`config.mk`:
```
export PLATFORM = sky130hd
export DESIGN_NAME = multicycle_ctrl
export DESIGN_NICKNAME = d
export VERILOG_FILES = /design/src/rtl/multicycle_ctrl.sv
export SDC_FILE = /design/constraint.sdc
export NUM_CORES = 1
export LEC_CHECK = 0
export ABC_AREA = 1
export BUFFER_PORTS_ARGS = -buffer_cell sky130_fd_sc_hd__buf_4
export CORE_ASPECT_RATIO = 0.6
export CORE_UTILIZATION = 24
export CTS_BUF_LIST = sky130_fd_sc_hd__clkbuf_16
export DETAILED_ROUTE_END_ITERATION = 10
export GPL_TIMING_DRIVEN = 0
export PLACE_DENSITY = 0.5
export SLEW_MARGIN = 15
export SYNTH_ARGS = -nofsm -noshare
export SYNTH_HDL_FRONTEND = slang
export SYNTH_SLANG_ARGS = --single-unit
```
`constraint.sdc`:
```
create_clock -name clk -period 1.5 [get_ports clk]
set_input_delay 0.3 -clock clk [delete_from_list [all_inputs] [get_ports clk]]
set_output_delay 0.3 -clock clk [all_outputs]
set_load 0.01 [all_outputs]
```
`src/rtl/multicycle_ctrl.sv`:
```
// multicycle_ctrl -- sequencing FSM for the multicycle RV32I core.
//
// Shares one ALU and one unified memory port across fetch, decode, execute,
// memory and writeback phases. The state and the sticky illegal flag are
// registered. Mux selects and enables are decoded from the current state
// (plus mem_ready / Zero where an access or branch resolves in that cycle).
//
// Ports
//   clk, rst_n                  clock, asynchronous active-low reset
//   op, funct3, funct7b5        instruction fields from the instruction register
//   Zero                        ALU result == 0
//   mem_ready                   memory completes the current access this cycle
//   PCWrite, AdrSrc, MemWrite,
//   MemReq, IRWrite, RegWrite   datapath enables / address select
//   ResultSrc, ALUSrcA, ALUSrcB result and ALU operand selects
//   ImmSrc                      immediate format, decoded from op in every state
//   ALUControl                  ALU operation
//   instr_done                  pulse in the last cycle of each retired instruction
//   illegal                     sticky unsupported-opcode flag
module multicycle_ctrl #(
    parameter logic [3:0] RESET_STATE = 4'd0
) (
    input  logic       clk,
    input  logic       rst_n,
    input  logic [6:0] op,
    input  logic [2:0] funct3,
    input  logic       funct7b5,
    input  logic       Zero,
    input  logic       mem_ready,
    output logic       PCWrite,
    output logic       AdrSrc,
    output logic       MemWrite,
    output logic       MemReq,
    output logic       IRWrite,
    output logic       RegWrite,
    output logic [1:0] ResultSrc,
    output logic [1:0] ALUSrcA,
    output logic [1:0] ALUSrcB,
    output logic [2:0] ImmSrc,
    output logic [3:0] ALUControl,
    output logic       instr_done,
    output logic       illegal
);

    typedef enum logic [3:0] {
        FETCH  = 4'd0,
        DECODE = 4'd1,
        MEMADR = 4'd2,
        MEMRD  = 4'd3,
        MEMWB  = 4'd4,
        MEMWR  = 4'd5,
        EXECR  = 4'd6,
        EXECI  = 4'd7,
        ALUWB  = 4'd8,
        BRANCH = 4'd9,
        JAL    = 4'd10,
        LUI    = 4'd11,
        TRAP   = 4'd12
    } state_t;

    state_t     state;
    logic       illegal_r;
    logic       pcwrite_s, memwrite_s, memreq_s, irwrite_s, regwrite_s;
    logic [1:0] aluop;

    always_ff @(posedge clk or negedge rst_n) begin
        if (!rst_n) begin
            state     <= state_t'(RESET_STATE);
            illegal_r <= 1'b0;
        end else begin
            case (state)
                FETCH:  if (mem_ready) state <= DECODE;
                DECODE: begin
                    case (op)
                        7'b0000011,
                        7'b0100011: state <= MEMADR;
                        7'b0110011: state <= EXECR;
                        7'b0010011: state <= EXECI;
                        7'b1100011: state <= BRANCH;
                        7'b1101111: state <= JAL;
                        7'b0110111: state <= LUI;
                        default: begin
                            state     <= TRAP;
                            illegal_r <= 1'b1;
                        end
                    endcase
                end
                MEMADR: state <= op[5] ? MEMWR : MEMRD;
                MEMRD:  if (mem_ready) state <= MEMWB;
                MEMWB:  state <= FETCH;
                MEMWR:  if (mem_ready) state <= FETCH;
                EXECR,
                EXECI:  state <= ALUWB;
                ALUWB:  state <= FETCH;
                BRANCH: state <= FETCH;
                JAL:    state <= ALUWB;
                LUI:    state <= ALUWB;
                TRAP:   state <= TRAP;
                default: state <= FETCH;
            endcase
        end
    end

    always_comb begin
        pcwrite_s  = 1'b0;
        AdrSrc     = 1'b0;
        memwrite_s = 1'b0;
        memreq_s   = 1'b0;
        irwrite_s  = 1'b0;
        regwrite_s = 1'b0;
        ResultSrc  = 2'b00;
        ALUSrcA    = 2'b00;
        ALUSrcB    = 2'b00;
        aluop      = 2'b00;
        instr_done = 1'b0;
        case (state)
            FETCH: begin
                memreq_s  = 1'b1;
                ALUSrcB   = 2'b10;
                ResultSrc = 2'b10;
                irwrite_s = mem_ready;
                pcwrite_s = mem_ready;
            end
            DECODE: begin
                ALUSrcA = 2'b01;
                ALUSrcB = 2'b01;
            end
            MEMADR, LUI: begin
                ALUSrcA = 2'b10;
                ALUSrcB = 2'b01;
            end
            MEMRD: begin
                memreq_s = 1'b1;
                AdrSrc   = 1'b1;
            end
            MEMWB: begin
                ResultSrc  = 2'b01;
                regwrite_s = 1'b1;
                instr_done = 1'b1;
            end
            MEMWR: begin
                memreq_s   = 1'b1;
                AdrSrc     = 1'b1;
                memwrite_s = 1'b1;
                instr_done = mem_ready;
            end
            EXECR: begin
                ALUSrcA = 2'b10;
                aluop   = 2'b10;
            end
            EXECI: begin
                ALUSrcA = 2'b10;
                ALUSrcB = 2'b01;
                aluop   = 2'b10;
            end
            ALUWB: begin
                regwrite_s = 1'b1;
                instr_done = 1'b1;
            end
            BRANCH: begin
                ALUSrcA    = 2'b10;
                aluop      = 2'b01;
                pcwrite_s  = Zero ^ funct3[0];  // beq: Zero, bne: !Zero
                instr_done = 1'b1;
            end
            JAL: begin
                ALUSrcA   = 2'b01;
                ALUSrcB   = 2'b10;
                pcwrite_s = 1'b1;
            end
            default: ;
        endcase
    end

    // Strobes and write enables are forced low while reset is held so an
    // in-flight access is abandoned without waiting for a clock edge.
    assign PCWrite  = pcwrite_s  & rst_n;
    assign MemWrite = memwrite_s & rst_n;
    assign MemReq   = memreq_s   & rst_n;
    assign IRWrite  = irwrite_s  & rst_n;
    assign RegWrite = regwrite_s & rst_n;
    assign illegal  = illegal_r;

    always_comb begin
        case (op)
            7'b0100011: ImmSrc = 3'b001;
            7'b1100011: ImmSrc = 3'b010;
            7'b1101111: ImmSrc = 3'b011;
            7'b0110111: ImmSrc = 3'b100;
            default:    ImmSrc = 3'b000;
        endcase
    end

    always_comb begin
        case (aluop)
            2'b00: ALUControl = 4'b0000;
            2'b01: ALUControl = 4'b0001;
            default: begin
                case (funct3)
                    // only R-type (op[5]=1) subtracts; addi ignores instr[30]
                    3'b000:  ALUControl = (op[5] & funct7b5) ? 4'b0001 : 4'b0000;
                    3'b001:  ALUControl = 4'b0110;
                    3'b010:  ALUControl = 4'b0101;
                    3'b011:  ALUControl = 4'b1001;
                    3'b100:  ALUControl = 4'b0100;
                    3'b101:  ALUControl = funct7b5 ? 4'b1000 : 4'b0111;
                    3'b110:  ALUControl = 4'b0011;
                    default: ALUControl = 4'b0010;
                endcase
            end
        endcase
    end

endmodule
```
==> results by stage, run 1 <==
Place:
- The HPWL after detailed placement is about 1900 um.
- The congestion estimate from routability-driven global placement came to 0.847.
- Including well taps, the total number of placed cells is 212.
- The number of I/O port buffers is 35.
- After detailed placement, the total cell area comes to 0.00109 mm^2.

Worst setup path:
- The worst-case register-to-register setup slack is around 0.12 ns.
- The maximum fanout along the worst path is 4.
- Data on the critical path arrives at its endpoint at 1.38 ns.
- STA puts the critical path data required time at 1.20 ns.
- The worst setup path is of the reg -> out kind.
- STA classifies the critical path endpoint as a primary output.
- STA classifies the critical path startpoint as a flop.

Clock tree:
- The later pin in the worst-skew pair is clocked with a latency of 0.23 ns.
- CTS saw 5 sinks.
- The clock root buffer is sky130_fd_sc_hd__clkbuf_16.
- The number of H-tree levels is 1.
- The CTS tree is built.
- The CTS buffer count is 3.
- The clock slew at the register clock pins of the worst setup and hold paths is roughly 0.03 ns.
- The maximum number of buffers from clock root to sink is 2.

Hold path:
- The worst hold path belongs to the class reg -> reg.

STA:
- Between clock sinks in the finished design, the worst skew comes to 0.00267 ns.
- The tightest hold path in the finished design has a slack of 0.461 ns.
- Headroom to the max-slew limit came out at 0.837.
- The actual slew at the worst max-slew pin is between 0.2 and 0.25 ns.
- In the final timing run, aggregate negative setup slack is -1.57 ns.
- Static timing analysis puts the maximum clock frequency at 597 MHz.
- Setup violations remaining at the end of the flow were counted as 17.
- The share of the clock period used by the worst path is 1.12.
- The number of max-slew violations in the final report is 0.
- Setup slack on the critical path of the routed design comes to -0.176 ns.
- The number of hold-slack violations in the final timing report came to 0.
- Setup repair after global routing could not meet its margin everywhere.
- The worst path in the final design needs a cycle of 1.68 ns, including I/O delays and setup.

Drt:
- After detailed routing, the average wire length per cell comes to 11.3 um.
- The pre-antenna-repair detailed-routing pass consisted of 4 iterations.
- After detailed routing, the wire length on met1 is 1140 um.
- The count of nets left with antenna violations once routing finished came out at 0.
- The top routing layer in use is met4.
- For this run, design rule violations remaining after detail routing come to 0.
- The iteration-0 DRC count of the detailed router is 39.
- The sum of met2 wire segment lengths after detailed routing is 1230 um.
- Detailed routing placed a total of ~210 um of wire on met3.
- The routed layout has roughly 1.0k vias.
- The total wirelength of the detailed-routed design is 2650 um.
- In the routed layout, each cell is associated on average with a via count of 4.47.

Flow run:
- The tool flagged a number of max-cap violations equal to 0.

Logic synthesis:
- The multiplexer area fraction after synthesis is 0.
- The xor/xnor share of the synthesized area is 0.0114.
- The dominant combinational cell family by area after synthesis is simple AND/OR/NAND/NOR gates.
- Of the total synthesized cell area, the portion taken by full adders, half adders and majority gates is 0.
- The synthesized netlist occupies a cell area of between 700 and 800 um^2.
- Of the total synthesized cell area, the portion taken by AND, OR, NAND and NOR gates is 0.519.
- The synthesized netlist contains 23 unique library cells.
- The sequential element share of the synthesized area is 0.162.
- In this run the mean area of a mapped cell was 5.71 um^2.
- The flip-flop and latch count after synthesis is 5.
- The total of warnings raised by yosys is 0.
- The compound-cell area share of the yosys netlist is 0.136.
- In the synthesized netlist, the number of instances is roughly 140.
- The post-synthesis net count is 150.

Power:
- The static leakage power is slightly above 0.8 nW.
- Internal power comes to between 0.0005 and 0.0006 W.
- The worst-case IR drop observed on VDD is 0.451 mV.
- The switching fraction of total power is 0.208.
- Of the total power, the clock network draws 0.656.
- The combinational power share is 0.138.
- The total power divided by cell area is about 450 mW/mm^2.
- The net load switching power is about 0.00014 W.
- The sequential share of power is 0.206.

Floorplanning:
- The floorplan die height is 45.9 um.
- The floorplan step defined a core boundary enclosing 0.00297 mm^2.
- The floorplan has 15 rows.
- During I/O placement, the number of pins put on the boundary was 36.
- The initial utilization of the core area, before any placement, comes to 0.260.
- The overall die area is 0.00345 mm^2.
- The x dimension of the die is about 75 um.

Cells and area:
- Once layout is complete, the utilization of the core stands at 0.499.
- The number of standard cells in the final layout excluding fillers is around 230.
- Counting the fill cells in the layout gives 296.
- The area growth from synthesis to layout is 91.9%.
- After routing the design area is 0.00148 mm^2.
- In the final layout, the share of cells above drive strength 1 is 0.552.
- The antenna diode count is 0.
- In the final design database the tool counted around 210 nets.

Global route:
- The via count of the first global-routing pass is 938.
- The total grt overflow is 0.
- The first global-routing pass estimated 4170 um of wire.
- Entering global routing, the biggest net connects 9 pins.
- The number of antenna violations at the first check in global routing is 0.
- In the global route stage, overall resource usage came out at 0.169.

Status:
- The run finished, with violations left.
- The final reports fail on negative setup slack.
-- layer usage --
metal / vias up / global-route usage
met3: 6 / 0.0376
met1: 464 / 0.204
met4: 0 / 0.0852
li1: 531 / -
met2: 46 / 0.286
met5: - / 0
-- Yosys cell counts --
master                      n  area share
sky130_fd_sc_hd__nor2_1    22        0.11
sky130_fd_sc_hd__nor2_8     1       0.026
sky130_fd_sc_hd__o21ai_0    2       0.013
sky130_fd_sc_hd__o211ai_2   1       0.016
sky130_fd_sc_hd__dfrtp_1    5        0.16
sky130_fd_sc_hd__buf_6      1       0.015
sky130_fd_sc_hd__nand3_4    1       0.023
sky130_fd_sc_hd__o211ai_1   5       0.049
sky130_fd_sc_hd__nor3_2     1       0.013
sky130_fd_sc_hd__xnor2_1    1       0.011
sky130_fd_sc_hd__o21bai_1   1      0.0097
sky130_fd_sc_hd__nand4_1    2       0.016
sky130_fd_sc_hd__nand2_4    3       0.044
sky130_fd_sc_hd__o31ai_1    1      0.0097
sky130_fd_sc_hd__a21oi_1    6       0.039
sky130_fd_sc_hd__inv_1     28        0.14
sky130_fd_sc_hd__or2_2      1      0.0081
sky130_fd_sc_hd__inv_2      4       0.019
sky130_fd_sc_hd__nor3_1     2       0.013
sky130_fd_sc_hd__nand2_2    1      0.0081
sky130_fd_sc_hd__nand2_1   33        0.16
sky130_fd_sc_hd__nand3_1   11       0.071
sky130_fd_sc_hd__nor2_4     2       0.029
-- layout make-up --
cell class	count	area (um^2)	area share
Sequential cell	5	129	0.0871
Inverter	32	123	0.0829
Clock inverter	1	3.75	0.00254
Multi-Input combinational cell	97	643	0.435
Buffer	1	11.3	0.00761
Clock buffer	3	75.1	0.0508
Tap cell	42	52.6	0.0355
Timing Repair Buffer	53	442	0.299
-- power by group through the flow --
stage	sequential (W)	clock, W	combinational (W)
2_1_floorplan	0.000137	0	0.0000333
3_3_place_gp	0.000137	0	0.0000794
3_5_place_dp	0.000137	0	0.0000812
4_1_cts	0.000136	0.000441	0.0000858
5_1_grt	0.000136	0.000452	0.000100
6_report	0.000136	0.000433	0.0000911
-- flip-flops by register name, summed over array words and instances, names as in the netlist --
signal and flops:
illegal 1, state 4
-- repair_timing --
action,in CTS,in global routing
setup endpoints to repair,17,19
endpoints found under the hold margin,5,0
resized for setup,42,16
pin swaps,17,11
hold buffers,1,0
setup buffers,13,4
-- kinds of logic after synthesis --
kind of cell / after synthesis
AO/OA/AOI/OAI: 16
flip-flops: 5
XOR/XNOR: 1
AND/OR/NAND/NOR: 80
buffers and inverters: 33
-- worst paths after layout --
kind / start / to / cells past startpoint
min in group asynchronous: rst_n / state[2] / 2
min reg2reg: illegal / illegal / 2
max reg2reg: state[3] / state[2] / 9
min: illegal / illegal / 2
max in group asynchronous: rst_n / state[0] / 2
max: state[2] / ALUSrcA[1] / 6
-- through the flow --
| step | power [W] | setup WS (ns) |
|---|---|---|
| floorplan | 0.000171 | 0.0499 |
| global placement | 0.000217 | -0.0869 |
| detailed placement | 0.000219 | -0.0904 |
| CTS | 0.000662 | -0.168 |
| global route | 0.000688 | -0.241 |
| finish | 0.000660 | -0.176 |
-- layout by cell type (no fill, tap or decap), types with 2 or more instances in the layout --
master                       n
sky130_fd_sc_hd__clkbuf_16   3
sky130_fd_sc_hd__inv_1      21
sky130_fd_sc_hd__dfrtp_2     3
sky130_fd_sc_hd__nand2_2     7
sky130_fd_sc_hd__a21oi_2     4
sky130_fd_sc_hd__nand3_2     2
sky130_fd_sc_hd__o21ai_0     2
sky130_fd_sc_hd__nand3_1     9
sky130_fd_sc_hd__o211ai_1    5
sky130_fd_sc_hd__nor2_1     14
sky130_fd_sc_hd__inv_2      11
sky130_fd_sc_hd__buf_4      41
sky130_fd_sc_hd__buf_6      12
sky130_fd_sc_hd__dfrtp_1     2
sky130_fd_sc_hd__nand2_1    25
sky130_fd_sc_hd__nand4_1     2
sky130_fd_sc_hd__nor2_4      9
sky130_fd_sc_hd__a21oi_1     2
sky130_fd_sc_hd__nand2_4     5
-- worst max-delay path: stages (launching register included) --
cell                       delay [ns]
sky130_fd_sc_hd__dfrtp_2         0.45
sky130_fd_sc_hd__inv_2           0.10
sky130_fd_sc_hd__nand2_1         0.13
sky130_fd_sc_hd__nor2_4          0.12
sky130_fd_sc_hd__inv_1           0.07
sky130_fd_sc_hd__o211ai_1        0.11
sky130_fd_sc_hd__buf_4           0.16
No activity file was read; power rests on OpenSTA's default activity.
==> inputs of run 2 (changes only) <==
- ABC_AREA: 1 -> default
- PLACE_DENSITY: 0.5 -> 0.49
==> run 2 against run 1 <==
  * The flow still finishes with violations (negative setup slack)
  * First-iteration DRC count rose by 130%
  * Sequential power rose by 59%
  * Design area rose by 21%
  * Synthesized cell count fell by 13%
  * Register-to-register slack got worse by 0.21 ns
  * Clock power rose by 0.9%
  * Die area rose by 4.9%
  * Largest cell class unchanged
  * Power rose to 3.9 times the previous value
  * Via count rose by 13%
  * Final cell count fell by 4.7%
  * Worst hold slack got worse by 0.070 ns
  * Count of clock-buffer cells in the layout did not move
==> results by stage, run 2 <==
Status:
- The run finished, with violations left.
- The final reports fail on negative setup slack.

STA:
- Setup violations remaining at the end of the flow were counted as 19.
- The number of hold-slack violations in the final timing report was 0.
- The worst pin sits at a relative slew slack of 0.597.
- Setup repair after global routing could not meet its margin everywhere.
- After layout, the minimum clock period comes to 1.73 ns.
- The number of max-slew violations in the final report came to 0.
- After layout, the worst setup slack is -0.230 ns.
- The share of the clock period used by the worst path is 1.15.
- The worst clock skew is 0.00107 ns.
- On the final layout, the worst hold slack is slightly below 0.4 ns.
- At the pin with the least slew margin, the transition time is 0.600 ns.
- For this run, the top clock speed supported by timing is 578 MHz.

Global route:
- The first-pass GRT wire length is 5110 um.
- The number of antenna violations at the first check in global routing is 0.
- The via count of the first global-routing pass was ~1.1k.
- Summed over all layers, the global routing overflow is 0.
- The largest net degree at the start of global routing is 11.
- The total global-route track usage is 0.180.

Cells and area:
- Of the cells placed in the final design, the portion with a size suffix greater than 1 is 0.669.
- The register bank with the most flops is state.
- The register with the most flip-flops in the layout has 4 of them.
- The number of nets at the end of the flow is a little under 200.
- The antenna diode count is 0.
- Once layout is complete, the cells apart from fillers number 223.
- The cell area after layout is 0.00179 mm^2.
- The post-route core utilization is 0.587.
- The area growth from synthesis to layout is 121%.
- In the layout the commonest cells are 50 x sky130_fd_sc_hd__buf_4, 14 x sky130_fd_sc_hd__buf_6, 10 x sky130_fd_sc_hd__nand2_1.
- The most frequent standard cell in the layout excluding fill and tap cells is sky130_fd_sc_hd__buf_4.

Drt:
- The iteration-0 DRC count of the detailed router is 88.
- The pre-antenna-repair detailed-routing pass consisted of 4 iterations.
- The routed design has approximately 3500 um of wire.
- The routed layout has about 1.2k vias.
- For this run, design rule violations remaining after detail routing come to 0.
- In this run the remaining antenna-violating nets after routing total 0.
- The via count normalized by instance count is 5.30.
- The average wire per cell in the routed design is 15.8 um.

Hold path:
- The worst hold path belongs to the class in -> reg.

Worst setup path:
- The worst path required time is 1.20 ns.
- The slowest stage of the critical path belongs to the cell sky130_fd_sc_hd__dfrtp_2.
- At the worst endpoint, the arrival time is 1.43 ns.
- The highest cell delay on the worst timing path is 0.46 ns.
- The maximum fanout along the worst path is 6.
- The worst setup path is launched from a flop.
- The signal on the critical path passes through buf_6, or3_4, a21oi_2, buf_4.
- The worst setup path is captured at a primary output.
- The start-to-end type of the worst setup path is reg -> out.

Clock tree:
- CTS saw 5 sinks.
- The clock slew at the register clock pins of the worst setup and hold paths is around 0.03 ns.
- The clock reaches the later pin of the worst-skew pair after around 0.23 ns.
- The maximum number of buffers from clock root to sink is 2.
- In this run the clock root is driven by a sky130_fd_sc_hd__clkbuf_16.
- The number of H-tree levels is 1.
- The CTS buffer count is 3.
- The CTS tree is built.

Power:
- IR analysis of the VDD net gives a maximum drop of around 0.65 mV.
- The static leakage power is 0.765 nW.
- The total power divided by cell area is 1450 mW/mm^2.

Logic synthesis:
- The number of enable-type register cells in the synthesized netlist is 0.
- The total of warnings raised by yosys is 0.
- The flip-flop and latch count after synthesis is 5.
- sky130_fd_sc_hd__dfrtp_1 takes more of the synthesized area than any other cell.
- The post-synthesis net count is 133.
- Summing every instance area after synthesis gives 810 um^2.
- By instance count, the leading cell after synthesis is sky130_fd_sc_hd__nand2_1.
- The most used flip-flop cell after synthesis is sky130_fd_sc_hd__dfrtp_1.
- The post-synthesis instance total is 118.
- The average cell area after synthesis is 6.86 um^2.
- The fraction of registers with async set/reset is 1.00.
- Ranked by total cell area, the synthesized netlist is headed by sky130_fd_sc_hd__dfrtp_1 15%, sky130_fd_sc_hd__nor2b_1 6.2%, sky130_fd_sc_hd__nand2_1 6.0%.
- The share of synthesized area in the top cell type comes to 0.155.
- In the synthesized netlist, the cells that appear most often are 13 x sky130_fd_sc_hd__nand2_1, 9 x sky130_fd_sc_hd__nor3_1, 8 x sky130_fd_sc_hd__a21oi_1, 8 x sky130_fd_sc_hd__nor2_1, 8 x sky130_fd_sc_hd__nor2b_1.
- Counting distinct cell types in the post-synthesis netlist gives 42.
- The sequential element share of the synthesized area is 0.155.

Floorplanning:
- In this run the vertical extent of the chip is 47.0 um.
- The number of primary I/O pins is 36.
- The total number of placement rows is 15.
- The starting density of the core is 0.266.
- The overall die area is 0.00362 mm^2.
- The total area inside the core boundary comes to 0.00304 mm^2.
- The x dimension of the die is 77.0 um.

Flow run:
- The tool flagged a number of max-cap violations equal to 0.

Place:
- The instance area after placement is 0.00114 mm^2.
- The number of I/O port buffers is 33.
- The global placement routability congestion is 0.773.
- Including well taps, the total number of placed cells is 193.
- Detailed placement finished with a half-perimeter wire length of a little over 2000 um.
==> run 2: cell types whose count changed after synthesis, sizes merged, moves of 4 or more <==
cell	change
a211oi	+4
buf	+6
nor2	-17
inv	-30
nand3	-8
nand2b	+6
nor3	+7
nand2	-24
nor2b	+8
o211ai	-5
==> run 2: cell type report <==
type / instances / area, um^2
repair buffers: 61 / 505
fillers: 257 / 1250
multi-input cells: 101 / 916
inverters: 2 / 12.5
plain buffers: 8 / 91.3
well taps: 42 / 52.6
flip-flops and latches: 5 / 128
clock buffers: 3 / 75.1
clock inverters: 1 / 5.00
==> run 2: cell families (layout without fill, tap and decap cells) <==
kind of cell / Yosys count / count (layout) / synth area share
AND/OR/NAND/NOR: 66 / 66 / 0.456
flip-flops: 5 / 5 / 0.155
XOR/XNOR: 3 / 3 / 0.0325
AO/OA/AOI/OAI: 31 / 31 / 0.271
multiplexers: 1 / 1 / 0.0124
buffers and inverters: 12 / 75 / 0.0742
==> run 2: stage by stage <==
stage | setup WS [ns] | total power, W | setup TNS [ns]
after detailed placement | -0.306 | 0.00126 | -1.91
after CTS | -0.224 | 0.00216 | -2.40
final | -0.230 | 0.00259 | -2.69
after global routing | -0.272 | 0.00273 | -3.57
after global placement | -0.296 | 0.00127 | -1.96
after floorplan | -0.0384 | 0.000884 | -0.0384
==> run 2: report_power, final <==
part / internal (W) / switching [W] / leakage (nW) / total, W
sequential: 0.000171 / 0.0000451 / 0.0585 / 0.000216
clock: 0.000348 / 0.0000884 / 0.0409 / 0.000437
combinational: 0.00103 / 0.000908 / 0.666 / 0.00193
==> run 2: repair_timing <==
item                                    4_1_cts  5_1_grt
setup buffers                                13       14
hold buffers                                  1        0
hold endpoints to repair                      5        0
gates cloned                                  1        0
pin swaps                                     8       14
resized for setup                            59       35
endpoints found under the setup margin       19       22
==> run 2: path summary, 6_finish.rpt <==
path,to,startpoint,cells after the start,slack [ns]
setup / recovery,ALUSrcA[0],state[3],4,-0.23
hold / removal,state[2],mem_ready,2,0.39
setup reg to reg,state[2],state[0],8,-0.09
hold reg to reg,illegal,illegal,1,0.48
max in group asynchronous,state[3],rst_n,2,0.77
min in group asynchronous,state[2],rst_n,2,0.51
==> run 2: layer usage <==
layer / global-route usage / up-vias / routed length, um
li1: - / 566 / -
met5: 0 / - / 0
met3: 0.0524 / 3 / 251
met1: 0.232 / 564 / 1560
met2: 0.313 / 50 / 1670
met4: 0.0340 / 0 / 29
==> run 2: worst max-delay path, delay by kind of cell, from the launching register on <==
family / cells / cell delay [ns]
flip-flops: 1 / 0.46
buffers and inverters: 2 / 0.29
AO/OA/AOI/OAI: 1 / 0.12
AND/OR/NAND/NOR: 1 / 0.32
==> inputs of run 3 (changes only) <==
- BUFFER_PORTS_ARGS: -buffer_cell sky130_fd_sc_hd__buf_4 -> default
- DONT_BUFFER_PORTS: default -> 1
- PLACE_DENSITY: 0.49 -> 0.4
==> run 3 against run 2 <==
  * Non-clock buffer count is 48 lower
  * Power decreased by 18%
  * Setup slack improved by 0.077 ns
  * Utilization decreased by 13 points
  * First-iteration DRC count is 40% lower
  * Die area stayed put
  * Largest cell class unchanged
  * The run still ends with negative setup slack left
==> results by stage, run 3 (same netlist as run 2, synthesis figures left out) <==
STA:
- Setup repair after global routing could not meet its margin everywhere.
- The number of max-slew violations in the final report is 0.
- On the final layout, the worst clock skew is 0.00198 ns.
- The tightest slew margin relative to the limit is 0.604.
- The share of the clock period used by the worst path is 1.10.
- In the post-route analysis, the smallest setup slack over all paths is -0.154 ns.
- The worst hold slack is 0.197 ns.
- At the pin with the least slew margin, the transition time is 0.590 ns.
- The achievable clock frequency is 605 MHz.
- The shortest period the worst path allows is roughly 1.7 ns.
- The number of hold-slack violations in the final timing report is 0.
- Setup violations remaining at the end of the flow were counted as 16.

Worst setup path:
- The worst path required time is approximately 1.2 ns.
- The endpoint of the most critical register-to-register path is state[2].
- For the worst setup path, the data arrival time is 1.35 ns.
- The nature of the critical path endpoint is a primary output.
- The startpoint of the worst register-to-register path is state[0].
- STA classifies the critical path startpoint as a flop.
- The start-to-end type of the worst setup path is reg -> out.
- The maximum fanout along the worst path is 7.
- The worst-case register-to-register setup slack is 0.02 ns.
- The logic depth of the worst register-to-register path is 6.

Global route:
- The via count of the first global-routing pass is 871.
- In the global route stage, overall resource usage came out at 0.161.
- The first global-routing pass estimated 4420 um of wire.
- The total grt overflow is 0.
- The number of antenna violations at the first check in global routing came to 0.
- Entering global routing, the biggest net connects 11 pins.

Cells and area:
- In the final layout, the share of cells above drive strength 1 is 0.541.
- The number of flip-flops under the largest register name is 4.
- The library cells used most frequently in the layout, excluding fill and tap cells, are 10 x sky130_fd_sc_hd__buf_6, 9 x sky130_fd_sc_hd__nand2_1, 6 x sky130_fd_sc_hd__a21oi_1, 6 x sky130_fd_sc_hd__buf_4, 5 x sky130_fd_sc_hd__nor2_1.
- The count of fill cells added during filler insertion is approximately 310.
- At the end of the flow, the number of nets in the layout was ~150.
- For this run, the share of the core covered by cells in the final layout is 0.455.
- More flip-flops sit in one register than any other, and that register is state.
- The number of antenna diodes in the final layout is 0.
- The most frequent standard cell in the layout excluding fill and tap cells is sky130_fd_sc_hd__buf_6.
- The area growth from synthesis to layout is 70.9%.
- The cell area after layout is about 0.0014 mm^2.

Clock tree:
- The number of H-tree levels is 1.
- The count of clock tree sinks is 5.
- The clock latency of the later-clocked register in the worst-skew pair is about 0.23 ns.
- The clock root buffer is sky130_fd_sc_hd__clkbuf_16.
- TritonCTS created 3 clock buffers.
- TritonCTS built the clock tree.
- The clock passes through at most 2 buffers.
- After clock tree synthesis, the clock-pin slew on the worst setup and hold paths is 0.03 ns.

Drt:
- In this run the remaining antenna-violating nets after routing total 0.
- The routed layout has about 1000 vias.
- The average wire per cell in the routed design is 17.0 um.
- In the routed layout, each cell is associated on average with a via count of 5.58.
- The iteration-0 DRC count of the detailed router is 53.
- The number of detailed-routing iterations run before antenna repair is 4.
- The detailed-route DRC error count is 0.
- The total wirelength of the detailed-routed design is a little under 3000 um.

Place:
- The number of I/O port buffers is 0.
- Summing all placed instances gives a cell area of between 800 and 900 um^2.
- The half-perimeter wire length after detailed placement is 1980 um.
- At the end of routability-driven placement, the weighted congestion stood at 0.776.

Power:
- For this design the static power due to leakage is 0.501 nW.
- The overall power consumption is 0.00213 W.
- The total power divided by cell area is roughly 1500 mW/mm^2.
- Across the VDD grid, the largest voltage drop is 0.458 mV.

Floorplanning:
- Row generation in the floorplan step produced 15 rows.
- The area of the core region is 0.00304 mm^2.
- The initial utilization of the core area, before any placement, comes to 0.266.
- In this run the count of I/O pins placed on the die edge is 36.
- The floorplan die height is 47.0 um.
- The overall die area is about 0.0036 mm^2.
- The x dimension of the die is 77.0 um.

Hold path:
- The worst hold path belongs to the class in -> reg.
- The path with the worst hold slack has its endpoint at state[2].
- Counting instances, the worst hold path has a depth of 1.
- The startpoint of the tightest hold check path is mem_ready.

Flow run:
- Across the run, the number of max-cap violations was 0.

Status:
- The flow ran to the end, but the final reports show violations.
- The checks that failed: negative setup slack.
[run 3: changes by cell type in the layout (fill, tap and decap cells not counted), moves of 2 or more]
cell                       before  now
sky130_fd_sc_hd__buf_4         50    6
sky130_fd_sc_hd__nor2b_2        0    2
sky130_fd_sc_hd__nor2b_4        5    3
sky130_fd_sc_hd__or3_4          2    0
sky130_fd_sc_hd__buf_6         14   10
sky130_fd_sc_hd__o21ai_1        2    0
sky130_fd_sc_hd__a211oi_2       4    2
sky130_fd_sc_hd__o21ai_2        0    2
[run 3: layout make-up]
class	count	area [um^2]	share of cell area
Buffer	9	98.8	0.0714
Clock buffer	3	75.1	0.0542
Clock inverter	1	3.75	0.00271
Inverter	2	12.5	0.00904
Multi-Input combinational cell	101	902	0.652
Sequential cell	5	128	0.0922
Tap cell	42	52.6	0.0380
Timing Repair Buffer	12	111	0.0805
[run 3: per-layer routing]
metal	vias to the layer above	global-route usage	part of all wire
met3	0	0.0466	0.057
met5	-	0	0
li1	464	-	-
met2	37	0.261	0.45
met4	0	0.0113	0
met1	476	0.225	0.49
[run 3: power breakdown]
| part | internal (W) | total (W) | switching, W |
|---|---|---|---|
| clock network | 0.000345 | 0.000430 | 0.0000850 |
| logic | 0.000687 | 0.00149 | 0.000804 |
| registers | 0.000171 | 0.000214 | 0.0000427 |
| total | 0.00120 | 0.00213 | 0.000931 |
[run 3: metrics by stage]
step / cells / setup WS, ns / TNS [ns]
after floorplan: 118 / -0.0384 / -0.0384
after global placement: 160 / -0.259 / -1.75
after detailed placement: 160 / -0.221 / -1.53
after CTS: 173 / -0.158 / -1.44
after global routing: 175 / -0.204 / -2.25
final: 175 / -0.154 / -1.43
[run 3: worst max path at each step]
stage	slack [ns]	to	depth (start not counted)	start
after floorplan	-0.04	ALUControl[2]	4	state[3]
after global placement	-0.26	ALUControl[2]	3	state[1]
after detailed placement	-0.22	ALUControl[2]	3	state[1]
after CTS	-0.16	IRWrite	3	state[0]
after global routing	-0.20	ALUControl[2]	3	state[1]
final	-0.15	ALUSrcA[0]	4	state[0]
[run 3: worst max-delay path, stage by stage, from the launching register on]
cell and delay [ns]:
sky130_fd_sc_hd__dfrtp_1 0.34, sky130_fd_sc_hd__buf_6 0.16, sky130_fd_sc_hd__inv_6 0.06, sky130_fd_sc_hd__or3_1 0.37, sky130_fd_sc_hd__a21oi_2 0.19
[run 3: repair_timing]
item | 4_1_cts | 5_1_grt
hold endpoints to repair | 5 | 0
pin swaps | 12 | 7
setup buffers | 9 | 2
setup endpoints to repair | 19 | 18
resized for setup | 57 | 26
hold buffers | 1 | 0
